File: config.mk
export PLATFORM = sky130hd
export DESIGN_NAME = laser_pulse_monitor
export DESIGN_NICKNAME = d
export VERILOG_FILES = /design/src/rtl/laser_pulse_monitor.sv
export SDC_FILE = /design/constraint.sdc
export NUM_CORES = 1
export LEC_CHECK = 0
export CORE_ASPECT_RATIO = 0.8
export CORE_MARGIN = 2
export CORE_UTILIZATION = 25
export CTS_BUF_LIST = sky130_fd_sc_hd__clkbuf_4 sky130_fd_sc_hd__clkbuf_8
export DETAILED_ROUTE_END_ITERATION = 12
export SYNTH_ARGS = -nofsm -noshare
export SYNTH_HDL_FRONTEND = slang
export SYNTH_SLANG_ARGS = --single-unit
File: constraint.sdc
create_clock -name clk -period 4.7 [get_ports clk]
set_input_delay 0.94 -clock clk [delete_from_list [all_inputs] [get_ports clk]]
set_output_delay 0.94 -clock clk [all_outputs]
set_load 0.01 [all_outputs]
File: src/rtl/laser_pulse_monitor.sv
// Laser trigger pulse monitor: measures the high width and rise-to-rise period of the
// synchronised trigger, checks them against programmed limits, and raises sticky faults.
module laser_pulse_monitor #(
  parameter int SYNC_STAGES = 2,
  parameter int ENABLE_BIT  = 0,
  parameter int CLEAR_BIT   = 0
) (
  input  logic        clk,
  input  logic        rst,
  input  logic        pulse_in,
  input  logic [31:0] pulse_width_lower_limit,
  input  logic [31:0] pulse_width_upper_limit,
  input  logic [31:0] rate_lower_limit,
  input  logic [15:0] static_control,
  input  logic [15:0] dynamic_control,
  output logic [7:0]  monitor_status,
  output logic        fault,
  output logic [31:0] last_width,
  output logic [31:0] last_period
);

  typedef enum logic [1:0] {IDLE, HIGH, LOW} state_t;

  state_t                 state_q, state_d;
  logic [SYNC_STAGES-1:0] sync_q, sync_d;
  logic                   pulse_d_q;
  logic                   enable_q;
  logic [31:0]            width_cnt_q, width_cnt_d;
  logic [31:0]            period_cnt_q, period_cnt_d;
  logic [31:0]            last_width_q, last_width_d;
  logic [31:0]            last_period_q, last_period_d;
  logic                   width_short_q, width_short_d;
  logic                   width_long_q, width_long_d;
  logic                   rate_fast_q, rate_fast_d;
  logic                   fault_q, fault_d;

  logic        pulse_s, rise, fall, enable, clear;
  logic [31:0] width_inc, period_inc;
  logic        unused_ctrl;

  assign unused_ctrl = ^{static_control, dynamic_control};

  assign pulse_s = sync_q[SYNC_STAGES-1];
  assign rise    = pulse_s & ~pulse_d_q;
  assign fall    = ~pulse_s & pulse_d_q;
  assign enable  = static_control[ENABLE_BIT];
  assign clear   = dynamic_control[CLEAR_BIT];

  // Counters saturate so a stuck line can never wrap back into the legal range.
  assign width_inc  = (&width_cnt_q)  ? width_cnt_q  : width_cnt_q + 32'd1;
  assign period_inc = (&period_cnt_q) ? period_cnt_q : period_cnt_q + 32'd1;

  always_comb begin
    sync_d        = {sync_q[SYNC_STAGES-2:0], pulse_in};
    state_d       = state_q;
    width_cnt_d   = width_cnt_q;
    period_cnt_d  = period_cnt_q;
    last_width_d  = last_width_q;
    last_period_d = last_period_q;
    // Clear is applied first so a fault detected in the same cycle still sets its flag.
    width_short_d = clear ? 1'b0 : width_short_q;
    width_long_d  = clear ? 1'b0 : width_long_q;
    rate_fast_d   = clear ? 1'b0 : rate_fast_q;

    if (!enable) begin
      state_d      = IDLE;
      width_cnt_d  = 32'd0;
      period_cnt_d = 32'd0;
    end else begin
      case (state_q)
        IDLE: begin
          if (rise) begin
            state_d      = HIGH;
            width_cnt_d  = 32'd1;
            period_cnt_d = 32'd1;
          end
        end
        HIGH: begin
          width_cnt_d  = width_inc;
          period_cnt_d = period_inc;
          if (fall) begin
            last_width_d = width_cnt_q;
            if (width_cnt_q < pulse_width_lower_limit) width_short_d = 1'b1;
            state_d = LOW;
          end
          // Flag over-width while still high so a stuck-high trigger is caught.
          if (pulse_s && (width_cnt_q >= pulse_width_upper_limit)) width_long_d = 1'b1;
        end
        LOW: begin
          period_cnt_d = period_inc;
          if (rise) begin
            last_period_d = period_cnt_q;
            if (period_cnt_q < rate_lower_limit) rate_fast_d = 1'b1;
            period_cnt_d = 32'd1;
            width_cnt_d  = 32'd1;
            state_d      = HIGH;
          end
        end
        default: state_d = IDLE;
      endcase
    end

    fault_d = width_short_d | width_long_d | rate_fast_d;
  end

  always_ff @(posedge clk or negedge rst) begin
    if (!rst) begin
      state_q       <= IDLE;
      sync_q        <= '0;
      pulse_d_q     <= 1'b0;
      enable_q      <= 1'b0;
      width_cnt_q   <= 32'd0;
      period_cnt_q  <= 32'd0;
      last_width_q  <= 32'd0;
      last_period_q <= 32'd0;
      width_short_q <= 1'b0;
      width_long_q  <= 1'b0;
      rate_fast_q   <= 1'b0;
      fault_q       <= 1'b0;
    end else begin
      state_q       <= state_d;
      sync_q        <= sync_d;
      pulse_d_q     <= pulse_s;
      enable_q      <= enable;
      width_cnt_q   <= width_cnt_d;
      period_cnt_q  <= period_cnt_d;
      last_width_q  <= last_width_d;
      last_period_q <= last_period_d;
      width_short_q <= width_short_d;
      width_long_q  <= width_long_d;
      rate_fast_q   <= rate_fast_d;
      fault_q       <= fault_d;
    end
  end

  assign monitor_status = {1'b0, (state_q != IDLE), enable_q, pulse_s,
                           fault_q, rate_fast_q, width_long_q, width_short_q};
  assign fault       = fault_q;
  assign last_width  = last_width_q;
  assign last_period = last_period_q;

endmodule

==> impl_metrics.py <==
metrics = {
    "status": {
        "status": "complete, no violations",
    },
    "clock_tree": {
        "cts_max_level": 4,
        "clkLatencyLatePin_ns": 0.46,
        "cts_made_buffers": 17,
        "cts_hold_buf": 0,
        "clockBufferDepth": 2,
        "cts_resized": 0,
        "cts_setup_buffers": 0,
        "cts.sinks": 138,
        "clockRootBuffer": "clkbuf_8",
        "cts_tree": "done",
        "clk_pin_slew_ns": 0.08,
    },
    "routing": {
        "viasPerCell": 4.69,
        "initialDrtViolationCount": 353,
        "wl_um": 26100,
        "num_vias": 7515,
        "wl_per_cell_um": 16.3,
        "ant_nets": 0,
        "drcViolationCount": 0,
        "dr.pass1.iters": 4,
    },
    "floorplanning": {
        "io_pins": 204,
        "num_rows": 61,
        "die_area_mm2": 0.0366,
        "die_w_um": 213,
        "fp.dieH_um": 171,
        "initial_core_util_pct": 25.3,
        "core_mm2": 0.0347,
    },
    "final_layout": {
        "nets": 1348,
        "area_growth_pct": 30.8,
        "finalInstanceArea_mm2": 0.0115,
        "final_common_cell": "clkdlybuf4s50_1",
        "mostFrequentLayoutCells": "171 x clkdlybuf4s50_1, 138 x dfrtp_1, 107 x inv_1",
        "final_util_pct": 33.1,
        "drive_gt1_share_pct": 10.0,
        "num_antenna_cells": 0,
    },
    "logic_synthesis": {
        "synth_edf_count": 0,
        "yosysSeqAreaShare_pct": 39.4,
        "yosysTopAreaCell": "dfrtp_1",
        "synth_warnings": 0,
        "synth_compound_area_share_pct": 12.9,
        "async_flop_share_pct": 100,
        "synth-simple-area-share_pct": 16.8,
        "synth_fa_ha_area_share_pct": 14.3,
        "synth_xor_area_share_pct": 2.40,
        "synth_nets": 1180,
        "netlist.area_leader.share_pct": 39.4,
        "syn_avg_cell_area_um2": 9.24,
        "syn_inst": 949,
        "ys_ff_latch": 138,
        "synthMuxAreaShare_pct": 7.57,
        "synth_top_family_by_area": "simple AND/OR/NAND/NOR gates",
        "synth_cell_type_count": 53,
        "synthFlopType": "dfrtp_1",
        "syn_area_mm2": 0.00876,
        "synth.top_cells.by_area": "dfrtp_1 39%, ha_1 14%, mux2_2 7.5%, inv_1 4.6%, o21ai_0 4.5%",
    },
    "setup_path": {
        "cp_max_fo": 2,
        "crit_path_end": "fault",
        "startpoint_type": "input port",
        "cp.required_ns": 5.03,
        "crit_type": "input port to flip-flop",
        "cp.arrival_ns": 3.52,
        "end_kind": "flip-flop",
        "r2r-end": "fault",
        "r2r_cells": 8,
        "r2r_slack_ns": 1.81,
        "r2r_start": "width_cnt_q[0]",
        "worstSetupStartpoint": "pulse_width_lower_limit[2]",
    },
    "place": {
        "port_buffers": 172,
        "placed_cell_area_mm2": 0.0110,
        "gp_congestion": 0.785,
        "place_ws_ns": 1.05,
        "hpwl_um": 19900,
    },
    "global_routing": {
        "grtUsageTotal_pct": 14.5,
        "grt_overflow": 0,
        "grt_pass1_vias": 7257,
        "antenna_found_initial": 0,
        "grt_pass1_wl_um": 40600,
        "grt_max_degree": 92,
    },
    "timing": {
        "timing.final.ws_setup_ns": 1.51,
        "max_slew.worst_pin.slew_ns": 0.909,
        "hold_violations": 0,
        "rsz0062_at_grt": "false",
        "period_minus_slack_ns": 3.19,
        "timing.final.crit_share_pct": 67.9,
        "slew_headroom_pct": 38.9,
        "clock.fmax_mhz": 313,
        "finalSetupViolCount": 0,
        "tns_ns": 0,
        "whs_ns": 0.355,
        "fin_skew_ns": 0.0205,
        "drv_slew": 0,
    },
    "run": {
        "max_cap_violations": 0,
    },
    "power_and_ir_drop": {
        "peakVddDrop_mv": 0.146,
        "power_density_mw_per_mm2": 238,
        "p_leak_nw": 5.42,
    },
    "min_path": {
        "hp-class": "flip-flop to flip-flop",
    },
}
-- state kept, by name, summed over array words and instances (netlist names) --
name           cells
period_cnt_q      32
fault              1
width_long_q       1
last_width        32
state_q            2
sync_q             2
pulse_d_q          1
enable_q           1
width_cnt_q       32
width_short_q      1
rate_fast_q        1
last_period       32
-- metrics by stage --
| stage | cells | power, mW |
|---|---|---|
| global placement | 1570 | 1.55 |
| floorplan | 949 | 1.38 |
| global route | 1602 | 2.86 |
| finish | 1602 | 2.73 |
| detailed placement | 1570 | 1.56 |
| CTS | 1602 | 2.77 |
-- power by group --
group	internal [mW]	switching, mW	total [mW]
logic	0.154	0.159	0.313
clock network	0.651	0.544	1.19
registers	1.20	0.0170	1.22
total	2.01	0.719	2.73
-- cell type report --
cell class	instances	area, um2
inverter	107	402
clock buffer	19	249
multi-input combinational	669	4740
timing repair buffer	184	1810
tap	472	591
fill	3630	23200
clock inverter	13	215
sequential	138	3450
-- worst min path at each step --
stage | startpoint | to | cells past startpoint
4_1_cts | sync_q[0] | sync_q[1] | 0
6_report | sync_q[0] | sync_q[1] | 0
3_3_place_gp | sync_q[0] | sync_q[1] | 0
5_1_grt | sync_q[0] | sync_q[1] | 0
3_5_place_dp | sync_q[0] | sync_q[1] | 0
2_1_floorplan | sync_q[0] | sync_q[1] | 0
-- cell usage after synthesis (all sizes together), types with 2 or more instances --
| library cell | number |
|---|---|
| dfrtp | 138 |
| inv | 107 |
| ha | 100 |
| o21ai | 78 |
| nand2 | 74 |
| nor2 | 68 |
| mux2 | 58 |
| a21oi | 46 |
| nand3 | 36 |
| nand4 | 23 |
| clkbuf | 21 |
| nor4 | 19 |
| xnor2 | 19 |
| buf | 14 |
| nor3 | 14 |
| a31oi | 13 |
| o31ai | 13 |
| and3 | 12 |
| a21o | 9 |
| and4 | 9 |
| nor2b | 9 |
| nand2b | 8 |
| a211oi | 7 |
| or3 | 7 |
| and2 | 6 |
| or4 | 5 |
| xor2 | 5 |
| o211ai | 4 |
| or2 | 3 |
| a2111oi | 2 |
| a211o | 2 |
| a221oi | 2 |
| a31o | 2 |
| o21a | 2 |
| o41ai | 2 |
-- critical path, cell delays in order --
cell	delay [ns]
clkdlybuf4s50_1	0.46
inv_1	0.05
ha_1	0.28
nand2_1	0.04
o21ai_0	0.19
a31oi_1	0.12
o31ai_1	0.78
a211oi_1	0.21
or3_1	0.44
-- logic make-up after synthesis --
logic type                 count (synthesis)
AOI/OAI and AO/OA                        190
adders and majority gates                100
and+or+nand+nor                          295
muxes                                     59
other                                      1
xor gates and xnor gates                  24
buffers and inverters                    142
DFF                                      138
-- per-layer routing --
layer	global-route usage [%]	part of all wire [%]	vias up
li1	-	-	3694
met1	21.9	52	3641
met5	0	0	-
met4	4.68	1.7	0
met2	20.4	41	158
met3	2.94	5.1	22
Note: power is estimated with default switching activity, not from simulation.
==> variant 1 (same settings) <==
Register the output `last_width` once more, cleared by the reset; this adds one clock of latency there. The other outputs are not delayed to match.
--- a/src/rtl/laser_pulse_monitor.sv
+++ b/src/rtl/laser_pulse_monitor.sv
@@ -136,7 +136,13 @@
   assign monitor_status = {1'b0, (state_q != IDLE), enable_q, pulse_s,
                            fault_q, rate_fast_q, width_long_q, width_short_q};
   assign fault       = fault_q;
-  assign last_width  = last_width_q;
+  always_ff @(posedge clk or negedge rst) begin
+    if (!rst) begin
+      last_width <= '0;
+    end else begin
+      last_width <= last_width_q;
+    end
+  end
   assign last_period = last_period_q;
 
 endmodule
Formal check against the unedited RTL: not equivalent (a bounded check fails within 10 cycles, from zero or initial values and one cycle with rst low).
==> variant 1 against the original RTL <==
Fmax rose by 0.39%. Sequential cell count up 32. Critical path depth did not move. Total power grew 5.0%. Cell area increased by 6.3%. Synthesized cell count rose by 0.53%. Routed wire length rose by 0.58%. Synthesized area rose by 8.8%. Setup slack gained 0.012 ns.
==> variant 1: results (changes against the original RTL) <==
\begin{tabular}{lr}
\hline
Metric & Value \\
\hline
\multicolumn{2}{l}{\textbf{Synth}} \\
Area share of xor/xnor cells in the synthesized design & 0.0303 (+0.00633) \\
Top cells by area in the synthesized netlist & dfrtp\_1 45\%, ha\_1 13\%, mux2\_2 6.7\% \\
Adder-cell share of the synthesized area & 0.131 (-0.0115) \\
Ranking of synthesized cells by instance count & 170 x dfrtp\_1, 109 x inv\_1, 100 x ha\_1 \\
Share of the yosys chip area belonging to registers & 0.446 (+0.0521) \\
Fraction of the mapped netlist area in compound gates & 0.112 (-0.0167) \\
Share of synthesized area spent on multiplexers & 0.0684 (-0.00730) \\
Netlist cell types & 64 (+21\%) \\
Post-Syn Nets & 1,185 (+0.42\%) \\
\multicolumn{2}{l}{\textbf{Setup path}} \\
Launch instance of the worst register-to-register path & state\_q[0] \\
Crit. Startpoint & rate\_lower\_limit[6] \\
Data arrival time at the worst-slack endpoint & 3.57 ns (+0.05 ns) \\
Worst reg-to-reg setup slack & 1.83 ns (+0.02 ns) \\
\multicolumn{2}{l}{\textbf{Global routing}} \\
First-pass GRT wire length & 41.7 mm (+2.7\%) \\
Number of global-route vias before repair & 7,642 (+5.3\%) \\
Antenna violations before repair & 1 (+1) \\
\multicolumn{2}{l}{\textbf{Timing}} \\
Slew at the pin closest to its max-slew limit & 0.910 ns (+0.00117 ns) \\
\multicolumn{2}{l}{\textbf{Clock tree}} \\
PostCTS Resize Cnt & 0 (unchanged) \\
Clock network latency to the later pin of the worst-skew pair & 0.48 ns (+0.02 ns) \\
\multicolumn{2}{l}{\textbf{Outcome}} \\
Run status & finished, final reports clean \\
\multicolumn{2}{l}{\textbf{Power and ir drop}} \\
Maximum vdd drop & 0.150 mV (+3.0\%) \\
Total internal power & 0.00206 W (+2.5\%) \\
Leakage dissipation & 5.84 nW (+7.8\%) \\
Power dissipated by switching net loads & 0.000804 W (+12\%) \\
\multicolumn{2}{l}{\textbf{Cells and area}} \\
Net count, final & 1,356 (+0.59\%) \\
Layout cells sized above 1 & 0.0984 (-0.00158) \\
\multicolumn{2}{l}{\textbf{Drt}} \\
Sum of routed wire length over all layers & 26.2 mm (+0.58\%) \\
Number of DRC violations after detailed-routing iteration 0 & 496 (+41\%) \\
Iteration count of the initial detailed-routing pass & 5 (+1) \\
\multicolumn{2}{l}{\textbf{Placement}} \\
Final HPWL DP & 19.5 mm (-2.3\%) \\
Global placement routability congestion & 0.786 (+0.22\%) \\
\hline
\end{tabular}
-- variant 1: changes by cell type after synthesis, sizes merged, moves of 6 or more --
cell   change
xor2       +7
nor4       -9
dfrtp     +32
and4       -6
o21ai     -20
nand2     -12
nand4      +9
-- variant 1: area by class of cell --
type,instances,area (um2)
tap,487,609
sequential,170,4250
clock buffer,17,234
fill,3863,25200
multi-input combinational,644,4720
timing repair buffer,183,1810
inverter,109,409
antenna,1,2.50
clock inverter,15,158
-- variant 1: worst max-delay path, stage by stage --
cell and delay [ns]:
clkdlybuf4s50_1 0.49, inv_1 0.05, ha_1 0.30, a21o_1 0.18
a21oi_1 0.25, o221ai_1 0.16, a221oi_1 0.62, a21oi_1 0.32
o211ai_1 0.25
-- variant 1: per-stage QoR --
stage / hold WS, ns / std cells / utilization / setup WS [ns] / cell area, um2
floorplan: 0.331 / 954 / - / 2.30 / 9540
global placement: 0.332 / 1593 / 0.316 / 1.11 / 11800
detailed placement: 0.336 / 1593 / 0.316 / 1.12 / 11800
CTS: 0.358 / 1625 / 0.326 / 1.64 / 12200
global route: 0.378 / 1626 / 0.326 / 1.49 / 12200
finish: 0.355 / 1626 / 0.326 / 1.52 / 12200
-- variant 1: metal layers --
metal | global-route usage | vias to the layer above | share of wire
li1 | - | 3693 | -
met1 | 0.187 | 3742 | 0.50
met2 | 0.211 | 152 | 0.43
met3 | 0.0320 | 17 | 0.053
met4 | 0.0338 | 0 | 0.010
met5 | 0 | - | 0
-- variant 1: worst paths after layout --
kind | to | depth (start not counted)
setup / recovery | fault | 9
hold / removal | sync_q[1] | 0
setup reg to reg | period_cnt_q[26] | 7
hold reg to reg | sync_q[1] | 0
max in group asynchronous | last_width_q[4] | 2
min in group asynchronous | last_width_q[21] | 1
==> variant 2 (config.mk and constraints unchanged) <==
Without the edit above. Set the parameter `SYNC_STAGES` to 4 (it was 2).
--- a/src/rtl/laser_pulse_monitor.sv
+++ b/src/rtl/laser_pulse_monitor.sv
@@ -1,7 +1,7 @@
 // Laser trigger pulse monitor: measures the high width and rise-to-rise period of the
 // synchronised trigger, checks them against programmed limits, and raises sticky faults.
 module laser_pulse_monitor #(
-  parameter int SYNC_STAGES = 2,
+  parameter int SYNC_STAGES = 4,
   parameter int ENABLE_BIT  = 0,
   parameter int CLEAR_BIT   = 0
 ) (
Function: changed (a bounded check fails within 4 cycles, from zero or initial values and one cycle with rst low).
==> variant 2 against the original RTL <==
Synthesized area up 2.8%. Cell count increased by 0.62%. Cell area up 0.93%. Register-to-register slack lost 0.22 ns. Total power is 7.9% lower. Sequential cell count grew 2. First-iteration DRC count up 23%. Die area is 2.8% higher. Synthesized cell count increased by 1.1%. Setup slack improved by 0.025 ns. Routed wire length increased by 0.50%. Largest cell class unchanged. Largest power group unchanged.
==> variant 2: results (changes against the original RTL) <==
\begin{tabular}{lr}
\hline
Metric & Value \\
\hline
\multicolumn{2}{l}{\textbf{Cells and area}} \\
Number of standard cells in the final layout excluding fillers & 1,612 (+0.62\%) \\
Net count, final & 1,350 (+0.15\%) \\
Layout cells sized above 1 & 0.103 (+0.00336) \\
\multicolumn{2}{l}{\textbf{Power and ir drop}} \\
Maximum vdd drop & 0.164 mV (+12\%) \\
Leakage dissipation & 5.42 nW (+0.13\%) \\
\multicolumn{2}{l}{\textbf{Setup path}} \\
Critical path peak fanout & 21 (+19) \\
Launch instance of the worst register-to-register path & state\_q[0] \\
Gate family responsible for the most delay along the worst path & simple AND/OR/NAND/NOR gates \\
Critical Path Max Stage Delay & 0.63 ns (-0.15 ns) \\
Endpoint of the lowest-slack register-to-register path & width\_cnt\_q[12] \\
Slowest CP cell & or3\_1 \\
Worst reg-to-reg setup slack & 1.59 ns (-0.22 ns) \\
R2R depth & 7 (-1) \\
\multicolumn{2}{l}{\textbf{Global routing}} \\
First-pass GRT wire length & 42.1 mm (+3.8\%) \\
Aggregate global-route resource usage & 0.143 (-0.00261) \\
Number of global-route vias before repair & 7,550 (+4.0\%) \\
Pin count of the biggest net entering global routing & 99 (+7.6\%) \\
\multicolumn{2}{l}{\textbf{Placement}} \\
Worst setup timing slack at the placement stage & 0.937 ns (-0.116 ns) \\
Global placement routability congestion & 0.793 (+1.1\%) \\
Post-Place Cell Area & 0.0112 mm2 (+1.7\%) \\
Final HPWL DP & 19.8 mm (-0.64\%) \\
\multicolumn{2}{l}{\textbf{Synth}} \\
Share of the yosys chip area belonging to registers & 0.389 (-0.00528) \\
Async SR Flop Fraction & 1.00 (unchanged) \\
Top cells by area in the synthesized netlist & dfrtp\_1 39\%, ha\_1 14\%, mux2\_2 7.4\% \\
Netlist cell types & 61 (+15\%) \\
Ranking of synthesized cells by instance count & 140 x dfrtp\_1, 103 x inv\_1, 100 x ha\_1 \\
Syn Area/Cell & 9.40 um2 (+1.8\%) \\
Post-Syn Nets & 1,190 (+0.85\%) \\
\multicolumn{2}{l}{\textbf{Drt}} \\
Iteration count of the initial detailed-routing pass & 5 (+1) \\
Number of DRC violations after detailed-routing iteration 0 & 433 (+23\%) \\
Vias per cell & 4.70 (+0.25\%) \\
Per-cell routed wire length & 16.2 um (-0.12\%) \\
\multicolumn{2}{l}{\textbf{Timing}} \\
Hold\_ws & 0.354 ns (-0.000460 ns) \\
Maximum clock skew at final layout & 0.0160 ns (-0.00450 ns) \\
Max-slew headroom at the worst pin & 0.343 (-0.0456) \\
\multicolumn{2}{l}{\textbf{Outcome}} \\
Run status & finished, final reports clean \\
\multicolumn{2}{l}{\textbf{Worst hold path}} \\
Worst hold path endpoint & sync\_q[3] \\
Hold Startpoint & sync\_q[2] \\
\multicolumn{2}{l}{\textbf{Clock tree}} \\
Clock network latency to the later pin of the worst-skew pair & 0.48 ns (+0.02 ns) \\
\hline
\end{tabular}
-- variant 2: changes by cell type after synthesis, moves of 6 or more --
cell	before	now
nand4_1	23	38
a21oi_1	46	52
xnor2_1	19	3
or3_1	7	14
o21ai_0	78	54
xor2_1	5	19
nor2_1	68	56
nor4_1	19	5
-- variant 2: worst max path at each step --
stage	to	slack (ns)	cells after the start	startpoint
after global routing	width_cnt_q[12]	1.28	7	state_q[0]
after global placement	fault	0.97	9	pulse_width_upper_limit[31]
after CTS	fault	1.46	9	pulse_width_upper_limit[31]
final	width_cnt_q[12]	1.53	8	static_control[0]
after detailed placement	fault	0.94	9	pulse_width_upper_limit[31]
after floorplan	fault	1.96	7	pulse_width_upper_limit[0]
-- variant 2: report_power, final --
| group | total (W) | internal (W) | switching, W |
|---|---|---|---|
| registers | 0.00123 | 0.00121 | 0.0000129 |
| logic | 0.000294 | 0.000143 | 0.000151 |
| clock network | 0.000987 | 0.000456 | 0.000531 |
-- variant 2: cell type report --
cell class	instances	area (um2)
fillers	3713	24100
multi-input cells	678	4920
flip-flops and latches	140	3500
repair buffers	179	1780
well taps	480	601
inverters	103	387
clock buffers	20	269
clock inverters	12	113
-- variant 2: kinds of logic after synthesis --
| group | synth area share |
|---|---|
| flip-flops | 0.389 |
| multiplexers | 0.0737 |
| buffers and inverters | 0.0659 |
| XOR/XNOR | 0.0214 |
| AO/OA/AOI/OAI | 0.136 |
| adder cells (fa/ha/maj) | 0.139 |
| AND/OR/NAND/NOR | 0.175 |
| other | 0.000416 |
-- variant 2: routing by layer --
layer	track usage	up-vias	wire, um
met5	0	-	0
met1	0.192	3653	12300
met3	0.0339	18	1180
met4	0.0303	0	285
li1	-	3762	-
met2	0.233	148	12400
